$ cat src/rtl/bru_pkg.sv
// Shared types and constants for the branch resolve unit and its prediction FIFO.
package bru_pkg;

  localparam int BRU_PC_W = 32;
  localparam logic [BRU_PC_W-1:0] PC_INC = 32'd4;

  localparam logic [6:0] OPC_BRANCH = 7'b1100011;
  localparam logic [6:0] OPC_JAL    = 7'b1101111;
  localparam logic [6:0] OPC_JALR   = 7'b1100111;

  typedef struct packed {
    logic [BRU_PC_W-1:0] pc;
    logic                pred_taken;
    logic [BRU_PC_W-1:0] pred_target;
  } bru_entry_t;

  typedef enum logic {
    RUN   = 1'b0,
    FLUSH = 1'b1
  } bru_state_e;

endpackage

$ cat src/rtl/bru_pred_fifo.sv
// In-order store of in-flight predictions; clear wins over push/pop.
module bru_pred_fifo
  import bru_pkg::*;
#(
  parameter int DEPTH = 4
) (
  input  logic                     clk,
  input  logic                     rst,
  input  logic                     push,
  input  logic                     pop,
  input  logic                     clear,
  input  bru_entry_t               din,
  output bru_entry_t               dout,
  output logic [$clog2(DEPTH):0]   count,
  output logic                     full,
  output logic                     empty
);

  localparam int AW = $clog2(DEPTH);

  // Pointers carry one extra MSB so full and empty are distinguishable.
  logic [AW:0] r_wr_ptr;
  logic [AW:0] r_rd_ptr;
  bru_entry_t  r_mem [DEPTH];

  always_ff @(posedge clk or posedge rst) begin
    if (rst) begin
      r_wr_ptr <= '0;
      r_rd_ptr <= '0;
    end else if (clear) begin
      r_wr_ptr <= '0;
      r_rd_ptr <= '0;
    end else begin
      if (push) r_wr_ptr <= r_wr_ptr + 1'b1;
      if (pop)  r_rd_ptr <= r_rd_ptr + 1'b1;
    end
  end

  always_ff @(posedge clk) begin
    if (push && !clear) r_mem[r_wr_ptr[AW-1:0]] <= din;
  end

  assign dout  = r_mem[r_rd_ptr[AW-1:0]];
  assign count = r_wr_ptr - r_rd_ptr;
  assign empty = (r_wr_ptr == r_rd_ptr);
  assign full  = (r_wr_ptr[AW] != r_rd_ptr[AW]) &&
                 (r_wr_ptr[AW-1:0] == r_rd_ptr[AW-1:0]);

endmodule

$ cat src/rtl/branch_resolve_unit.sv
// Resolves in-flight gshare predictions against EX outcomes; drives predictor update and flush/redirect.
// Optional counters stat_branches/stat_mispredicts are built when BRU_STATS_EN is defined.
module branch_resolve_unit
  import bru_pkg::*;
#(
  parameter int DEPTH = 4,
  parameter int PC_W  = 32,
  parameter int IDX_W = 8
) (
  input  logic                     clk,
  input  logic                     rst,
  input  logic                     enq_valid,
  output logic                     enq_ready,
  input  logic [PC_W-1:0]          enq_pc,
  input  logic                     enq_pred_taken,
  input  logic [PC_W-1:0]          enq_pred_target,
  input  logic                     res_valid,
  input  logic                     res_taken,
  input  logic [PC_W-1:0]          res_target,
  input  logic                     res_is_jump,
  output logic                     upd_valid,
  output logic [IDX_W-1:0]         upd_addr,
  output logic                     upd_taken,
  output logic                     flush,
  output logic [PC_W-1:0]          redirect_pc,
  output logic [$clog2(DEPTH):0]   count,
  output logic                     err_underflow
`ifdef BRU_STATS_EN
  ,
  output logic [31:0]              stat_branches,
  output logic [31:0]              stat_mispredicts
`endif
);

  bru_state_e r_state;
  bru_state_e w_state_nxt;

  bru_entry_t w_enq_entry;
  bru_entry_t w_head;
  logic       w_full;
  logic       w_empty;
  logic       w_res_ok;
  logic       w_mispredict;
  logic       w_push;
  logic       w_pop;
  logic       w_clear;

  logic                r_upd_valid;
  logic [IDX_W-1:0]    r_upd_addr;
  logic                r_upd_taken;
  logic                r_flush;
  logic [PC_W-1:0]     r_redirect_pc;
  logic                r_err_underflow;

  assign w_enq_entry = '{pc: enq_pc, pred_taken: enq_pred_taken, pred_target: enq_pred_target};

  // A resolve only counts while running with something queued; anything else is an underflow.
  assign enq_ready    = !w_full && (r_state == RUN);
  assign w_res_ok     = res_valid && !w_empty && (r_state == RUN);
  assign w_mispredict = (w_head.pred_taken != res_taken) ||
                        (res_taken && (w_head.pred_target != res_target));
  assign w_clear      = w_res_ok && w_mispredict;
  assign w_pop        = w_res_ok && !w_mispredict;
  assign w_push       = enq_valid && enq_ready && !w_clear;

  bru_pred_fifo #(
    .DEPTH (DEPTH)
  ) u_fifo (
    .clk   (clk),
    .rst   (rst),
    .push  (w_push),
    .pop   (w_pop),
    .clear (w_clear),
    .din   (w_enq_entry),
    .dout  (w_head),
    .count (count),
    .full  (w_full),
    .empty (w_empty)
  );

  always_ff @(posedge clk or posedge rst) begin
    if (rst) r_state <= RUN;
    else     r_state <= w_state_nxt;
  end

  always_comb begin
    w_state_nxt = RUN;
    if (r_state == RUN && w_clear) w_state_nxt = FLUSH;
  end

  always_ff @(posedge clk or posedge rst) begin
    if (rst) begin
      r_upd_valid     <= 1'b0;
      r_upd_addr      <= '0;
      r_upd_taken     <= 1'b0;
      r_flush         <= 1'b0;
      r_redirect_pc   <= '0;
      r_err_underflow <= 1'b0;
    end else begin
      r_upd_valid <= w_res_ok && !res_is_jump;
      r_flush     <= w_clear;
      if (w_res_ok) begin
        r_upd_addr  <= w_head.pc[IDX_W-1:0];
        r_upd_taken <= res_taken;
      end
      if (w_clear) r_redirect_pc <= res_taken ? res_target : (w_head.pc + PC_INC);
      if (res_valid && !w_res_ok) r_err_underflow <= 1'b1;
    end
  end

  assign upd_valid     = r_upd_valid;
  assign upd_addr      = r_upd_addr;
  assign upd_taken     = r_upd_taken;
  assign flush         = r_flush;
  assign redirect_pc   = r_redirect_pc;
  assign err_underflow = r_err_underflow;

`ifdef BRU_STATS_EN
  logic [31:0] r_stat_branches;
  logic [31:0] r_stat_mispredicts;

  always_ff @(posedge clk or posedge rst) begin
    if (rst) begin
      r_stat_branches    <= '0;
      r_stat_mispredicts <= '0;
    end else begin
      if (w_res_ok && !res_is_jump) r_stat_branches    <= r_stat_branches + 32'd1;
      if (w_clear)                  r_stat_mispredicts <= r_stat_mispredicts + 32'd1;
    end
  end

  assign stat_branches    = r_stat_branches;
  assign stat_mispredicts = r_stat_mispredicts;
`endif

endmodule

$ cat config.mk
export PLATFORM = sky130hd
export DESIGN_NAME = branch_resolve_unit
export DESIGN_NICKNAME = d
export VERILOG_FILES = /design/src/rtl/bru_pkg.sv /design/src/rtl/bru_pred_fifo.sv /design/src/rtl/branch_resolve_unit.sv
export SDC_FILE = /design/constraint.sdc
export NUM_CORES = 1
export LEC_CHECK = 0
export ABC_CLOCK_PERIOD_IN_PS = 9900
export CORE_ASPECT_RATIO = 1.25
export CORE_MARGIN = 5
export CORE_UTILIZATION = 55
export CTS_CLUSTER_SIZE = 20
export DETAILED_ROUTE_END_ITERATION = 6
export PLACE_DENSITY = 0.77
export SKIP_LAST_GASP = 1
export SYNTH_ARGS = -nofsm -noshare
export SYNTH_HDL_FRONTEND = slang
export SYNTH_SLANG_ARGS = --single-unit
$ cat constraint.sdc
create_clock -name clk -period 9.9 [get_ports clk]
set_input_delay 2.97 -clock clk [delete_from_list [all_inputs] [get_ports clk]]
set_output_delay 2.97 -clock clk [all_outputs]
set_load 0.01 [all_outputs]
# Word level (Yosys, flattened, before mapping)
# Memories as Yosys holds them, arrays and structs flattened.
# Cells that the tools add are included.
# word_totals
inputBits	103
n_memories	1
mem_bits_rw	260
register_bits	51
# memory_table
memory	words	word_bits	read_ports	rd_ports_with_merged_regs	wr	line_no	source
u_fifo.r_mem	4	65	1	0	1	bru_pred_fifo.sv:24	bru_entry_t r_mem [DEPTH];
# classes
n_reduce_logical	22
n_eq_ne	5
n_mux	8
n_addsub	4
bitwise	1
# ops
operator	count
adder 32 x 3 -> 32 bit, second input constant	1
2-to-1 mux 32 bit	1
!= test 32 bit	1
logical AND 1 bit	13
2-to-1 mux 3 bit	4
adder 3 x 1 -> 3 bit, second input constant	2
logical NOT 1 bit	6
nonzero test 2 bit	2
== test 3 bit	1
2-to-1 mux 1 bit	3
subtractor 3 bit	1
== test 2 bit	1
!= test 1 bit	2
logical OR 1 bit	1
NOT 1 bit	1

# Longest topological paths before layout
# logic_depth
word_depth	10
mapped_depth	13
depth_no_buf	8

# Modules after synthesis
# A second synthesis with hierarchy kept.
# hier_totals
cells_unflattened	709
hier_area_um2	12824.8
# by_module_without_submodules
module	cells_per_inst	area_per_inst_um2	n_inst
bru_pred_fifo	386	9820.7	1
branch_resolve_unit	323	3004.1	1

# Worst setup path after synthesis
# No wires, ideal clock.
# synth_timing
path_type	in2reg
from	input port res_target[29]
to	memory u_fifo.r_mem[3][0] (netlist name) (enable)
path_slack_ns	2.241
setup_time_ns	0.510
t_arrival_ns	7.150
n_path_buf	0
cell_stages	5
cell_sequence	xnor2_1 > or4b_1 > mux2i_1 > nand4_2 > a21oi_1
# synth_via
elab_chain_len	9
# synth_lines
element	line_no	source
start, declared	branch_resolve_unit.sv:19	input logic [PC_W-1:0] res_target,
!= test 32 bit *	branch_resolve_unit.sv:61	(res_taken && (w_head.pred_target != res_target));
logical AND 1 bit *	branch_resolve_unit.sv:61	
logical OR 1 bit *	branch_resolve_unit.sv:60	assign w_mispredict = (w_head.pred_taken != res_taken) ||
logical AND 1 bit *	branch_resolve_unit.sv:62	assign w_clear = w_res_ok && w_mispredict;
logical NOT 1 bit *	bru_pred_fifo.sv:40, branch_resolve_unit.sv:64	
logical AND 1 bit	branch_resolve_unit.sv:64	assign w_push = enq_valid && enq_ready && !w_clear;
logical AND 1 bit *	bru_pred_fifo.sv:40	if (push && !clear) r_mem[r_wr_ptr[AW-1:0]] <= din;
2-to-1 mux 1 bit *	bru_pred_fifo.sv:40	
2-to-1 mux 1 bit (not written as such) *	bru_pred_fifo.sv:40	
end, declared	bru_pred_fifo.sv:24	
# Every way passes the cells marked *; elsewhere a longest branch is shown, timed or not.

# Final worst setup path
# layout_timing
from	input port res_target[3]
to	memory u_fifo.r_mem[1][0] (netlist name) (enable)
# Same word-level chain as after synthesis.

==> out/results.txt <==
count of unresolved DRC violations after routing - 0
post-cts gate resize count - 0
wire length the detailed router placed on met1 - 10.9 mm
count of nets left with antenna violations after detail routing - 0
clock tree from TritonCTS - done
path type of the worst setup path - in2reg
nets - 989
Rows - 62
Core ar. - 23000 um^2
number of buffers inserted for hold repair after clock tree synthesis - 0
synth-to-layout area growth - 20.4%
Final GP Congestion - 0.822
highest clock rate - 0.143 GHz
share of cells above drive strength 1 - 18.1%
leading cell type in the layout, fill and taps excluded - sky130_fd_sc_hd__edfxtp_1
Main synth FF type - sky130_fd_sc_hd__edfxtp_1
count of endpoints failing setup in the final report - 0
total negative slack for setup checks - 0 ns
IO buf count - 150
GRT Overall Usage - 21.9%
sequential cell area fraction in the yosys report - 70.4%
remaining max-slew budget at the tightest pin - 26.0%
leftover overflow at the end of global routing - 0
Worst Tran Pin Value - 1.11 ns
distinct cell type count of the synthesized netlist - 45
required time of the critical path - 10.09 ns
top layer in use - met5
Worst R2R Path Depth - 9
average instance area after synthesis - 18.0 um^2
average vias per placed instance - 5.99
portion of the clock cycle consumed by the worst path in the final layout - 70.7%
global-route wire length before repair - 44.8 mm
via count of the first global-routing pass - 7778
final critical-path required period - 7.00 ns
Max clock buf depth - 3
hold violation count in the final report - 0
total number of vias - 7127
post-synthesis net count - 829
I/O pins - 151
post-synthesis sequential element count - 311
Leakage Power - 5.33 nW
commonest cells after routing, fill and taps aside - 260 x sky130_fd_sc_hd__edfxtp_1, 149 x sky130_fd_sc_hd__clkdlybuf4s50_1, 58 x sky130_fd_sc_hd__mux4_2, 51 x sky130_fd_sc_hd__nand2_1, 49 x sky130_fd_sc_hd__dfrtp_1
top cell type by total area after synthesis - sky130_fd_sc_hd__edfxtp_1
clock tree sinks - 311
power per cell area - 289 nW/um^2
max-cap check violation count - 0
number of enable flip-flop cells after synthesis - 260
starting density of the core - 56.0%
share of the synthesized area in the top cell type - 60.5%
cell area after synthesis - 12900 um^2
largest fanout of any net on the critical path - 39
largest vdd supply drop - 0.157 mV
final WL - 29.3 mm
TritonCTS Buffers - 28
CTS root buf - sky130_fd_sc_hd__clkbuf_16
warning count from the yosys run - 0
hold depth - 1
detailed route wirelength on metal2 - 15.4 mm
floorplan die width - 147 um
proportion of register bits with asynchronous set or reset after synthesis - 16.4%
synthesized instance count - 717
number of max-slew violations in the final report - 0
wire length per cell - 24.7 um
htree depth - 1
antenna violations before repair - 3
detailed router's first-iteration violation count - 481
final worst setup slack - 2.90 ns
Die Ht - 181 um
setup repair bufs after CTS - 0
setup repair after global routing missed its margin - no
post-placement worst setup slack - 2.38 ns
clock latency on the worst-skew pair - 0.54 ns
pin count of the biggest net entering global routing - 64
arrival time of the worst setup path - 7.20 ns
Die ar. - 26700 um^2
HPWL after detailed placement - 19.8 mm
status - finished, final reports clean
met3 routed WL - 2.03 mm
path class of the lowest-slack min-delay path - reg2reg
critical path capture point type - flop
clock slew at the register clock pins of the worst setup and hold paths - 0.07 ns
sort of element at the start of the critical path - input port
Initial DRT Pass Iterations - 5
top post-synthesis cells by area - sky130_fd_sc_hd__edfxtp_1 60%, sky130_fd_sc_hd__mux4_2 10%, sky130_fd_sc_hd__dfrtp_1 9.9%
final setup skew - 0.0158 ns
## final cells by class
| class | count | area (um^2) |
|---|---|---|
| Clock buffer | 38 | 800 |
| Fill cell | 1513 | 7490 |
| Sequential cell | 311 | 9090 |
| Tap cell | 288 | 360 |
| Clock inverter | 14 | 91.3 |
| Antenna cell | 2 | 5.00 |
| Timing Repair Buffer | 159 | 1560 |
| Multi-Input combinational cell | 360 | 3570 |
| Inverter | 17 | 63.8 |
## state kept, by name, indices dropped and copies added, names as in the netlist
name / count
err_underflow: 1
u_fifo.r_mem: 260
flush: 1
redirect_pc: 32
u_fifo.r_wr_ptr: 3
upd_addr: 8
upd_taken: 1
u_fifo.r_rd_ptr: 3
r_state: 1
upd_valid: 1
## synthesized netlist by cell type, types with 2 or more instances
master,number
sky130_fd_sc_hd__a21oi_1,7
sky130_fd_sc_hd__a221oi_1,2
sky130_fd_sc_hd__a31oi_1,2
sky130_fd_sc_hd__and2_1,4
sky130_fd_sc_hd__and3_1,5
sky130_fd_sc_hd__buf_2,7
sky130_fd_sc_hd__buf_4,3
sky130_fd_sc_hd__buf_6,9
sky130_fd_sc_hd__clkbuf_1,9
sky130_fd_sc_hd__dfrtp_1,51
sky130_fd_sc_hd__edfxtp_1,260
sky130_fd_sc_hd__ha_1,8
sky130_fd_sc_hd__inv_1,17
sky130_fd_sc_hd__mux2_2,39
sky130_fd_sc_hd__mux2i_1,24
sky130_fd_sc_hd__mux4_2,58
sky130_fd_sc_hd__nand2_1,51
sky130_fd_sc_hd__nand2b_1,3
sky130_fd_sc_hd__nand3_1,15
sky130_fd_sc_hd__nand4_1,15
sky130_fd_sc_hd__nor2_1,12
sky130_fd_sc_hd__nor3_1,2
sky130_fd_sc_hd__nor3b_1,2
sky130_fd_sc_hd__nor4_1,2
sky130_fd_sc_hd__nor4_4,2
sky130_fd_sc_hd__o21ai_0,25
sky130_fd_sc_hd__o22ai_1,2
sky130_fd_sc_hd__or2_2,2
sky130_fd_sc_hd__xnor2_1,38
sky130_fd_sc_hd__xor2_1,26
## kinds of logic after synthesis
group,count (synthesis),share of synthesized area [%]
multiplexers,121,15.4
adder cells (fa/ha/maj),9,0.930
XOR/XNOR,64,4.34
AND/OR/NAND/NOR,120,4.82
AO/OA/AOI/OAI,46,2.07
flip-flops,311,70.4
buffers and inverters,46,2.10
## metal layers
metal / vias to the layer above / global-route usage [%]
li1: 3109 / -
met3: 72 / 3.93
met5: - / 0
met2: 330 / 38.9
met1: 3614 / 27.1
met4: 2 / 8.02
## final timing paths
path | start | endpoint | slack [ns]
min in group asynchronous | rst | flush | 2.96
hold reg to reg | err_underflow | err_underflow | 0.46
setup / recovery | res_target[3] | u_fifo.r_mem[1][0] | 2.90
max in group asynchronous | rst | u_fifo.r_rd_ptr[0] | 6.40
hold / removal | err_underflow | err_underflow | 0.46
setup reg to reg | u_fifo.r_rd_ptr[0] | u_fifo.r_mem[1][0] | 3.83
## power by group
part | internal, mW | switching (mW) | leakage (nW)
logic | 0.773 | 0.794 | 1.91
clock network | 0.589 | 0.449 | 0.443
registers | 1.74 | 0.159 | 2.98
total | 3.10 | 1.40 | 5.33
## through the flow
step	utilization (%)	instances	cell area, um^2	hold WS (ns)	total power, mW
after global placement	63.6	1135	14700	0.439	3.44
after global routing	67.5	1189	15500	0.492	4.72
after floorplan	-	717	12900	0.493	2.93
final	67.5	1189	15500	0.457	4.50
after detailed placement	63.6	1135	14700	0.445	3.49
after CTS	67.5	1187	15500	0.460	4.53
## worst max-delay path, stage by stage
cell,delay (ns)
sky130_fd_sc_hd__clkdlybuf4s50_1,0.60
sky130_fd_sc_hd__o22ai_1,0.13
sky130_fd_sc_hd__or4b_1,0.57
sky130_fd_sc_hd__mux2i_1,0.21
sky130_fd_sc_hd__nand4_2,0.26
sky130_fd_sc_hd__nand2_2,0.82
sky130_fd_sc_hd__and3_2,1.08
sky130_fd_sc_hd__buf_4,0.51
Power figures use the tool's default switching activity.
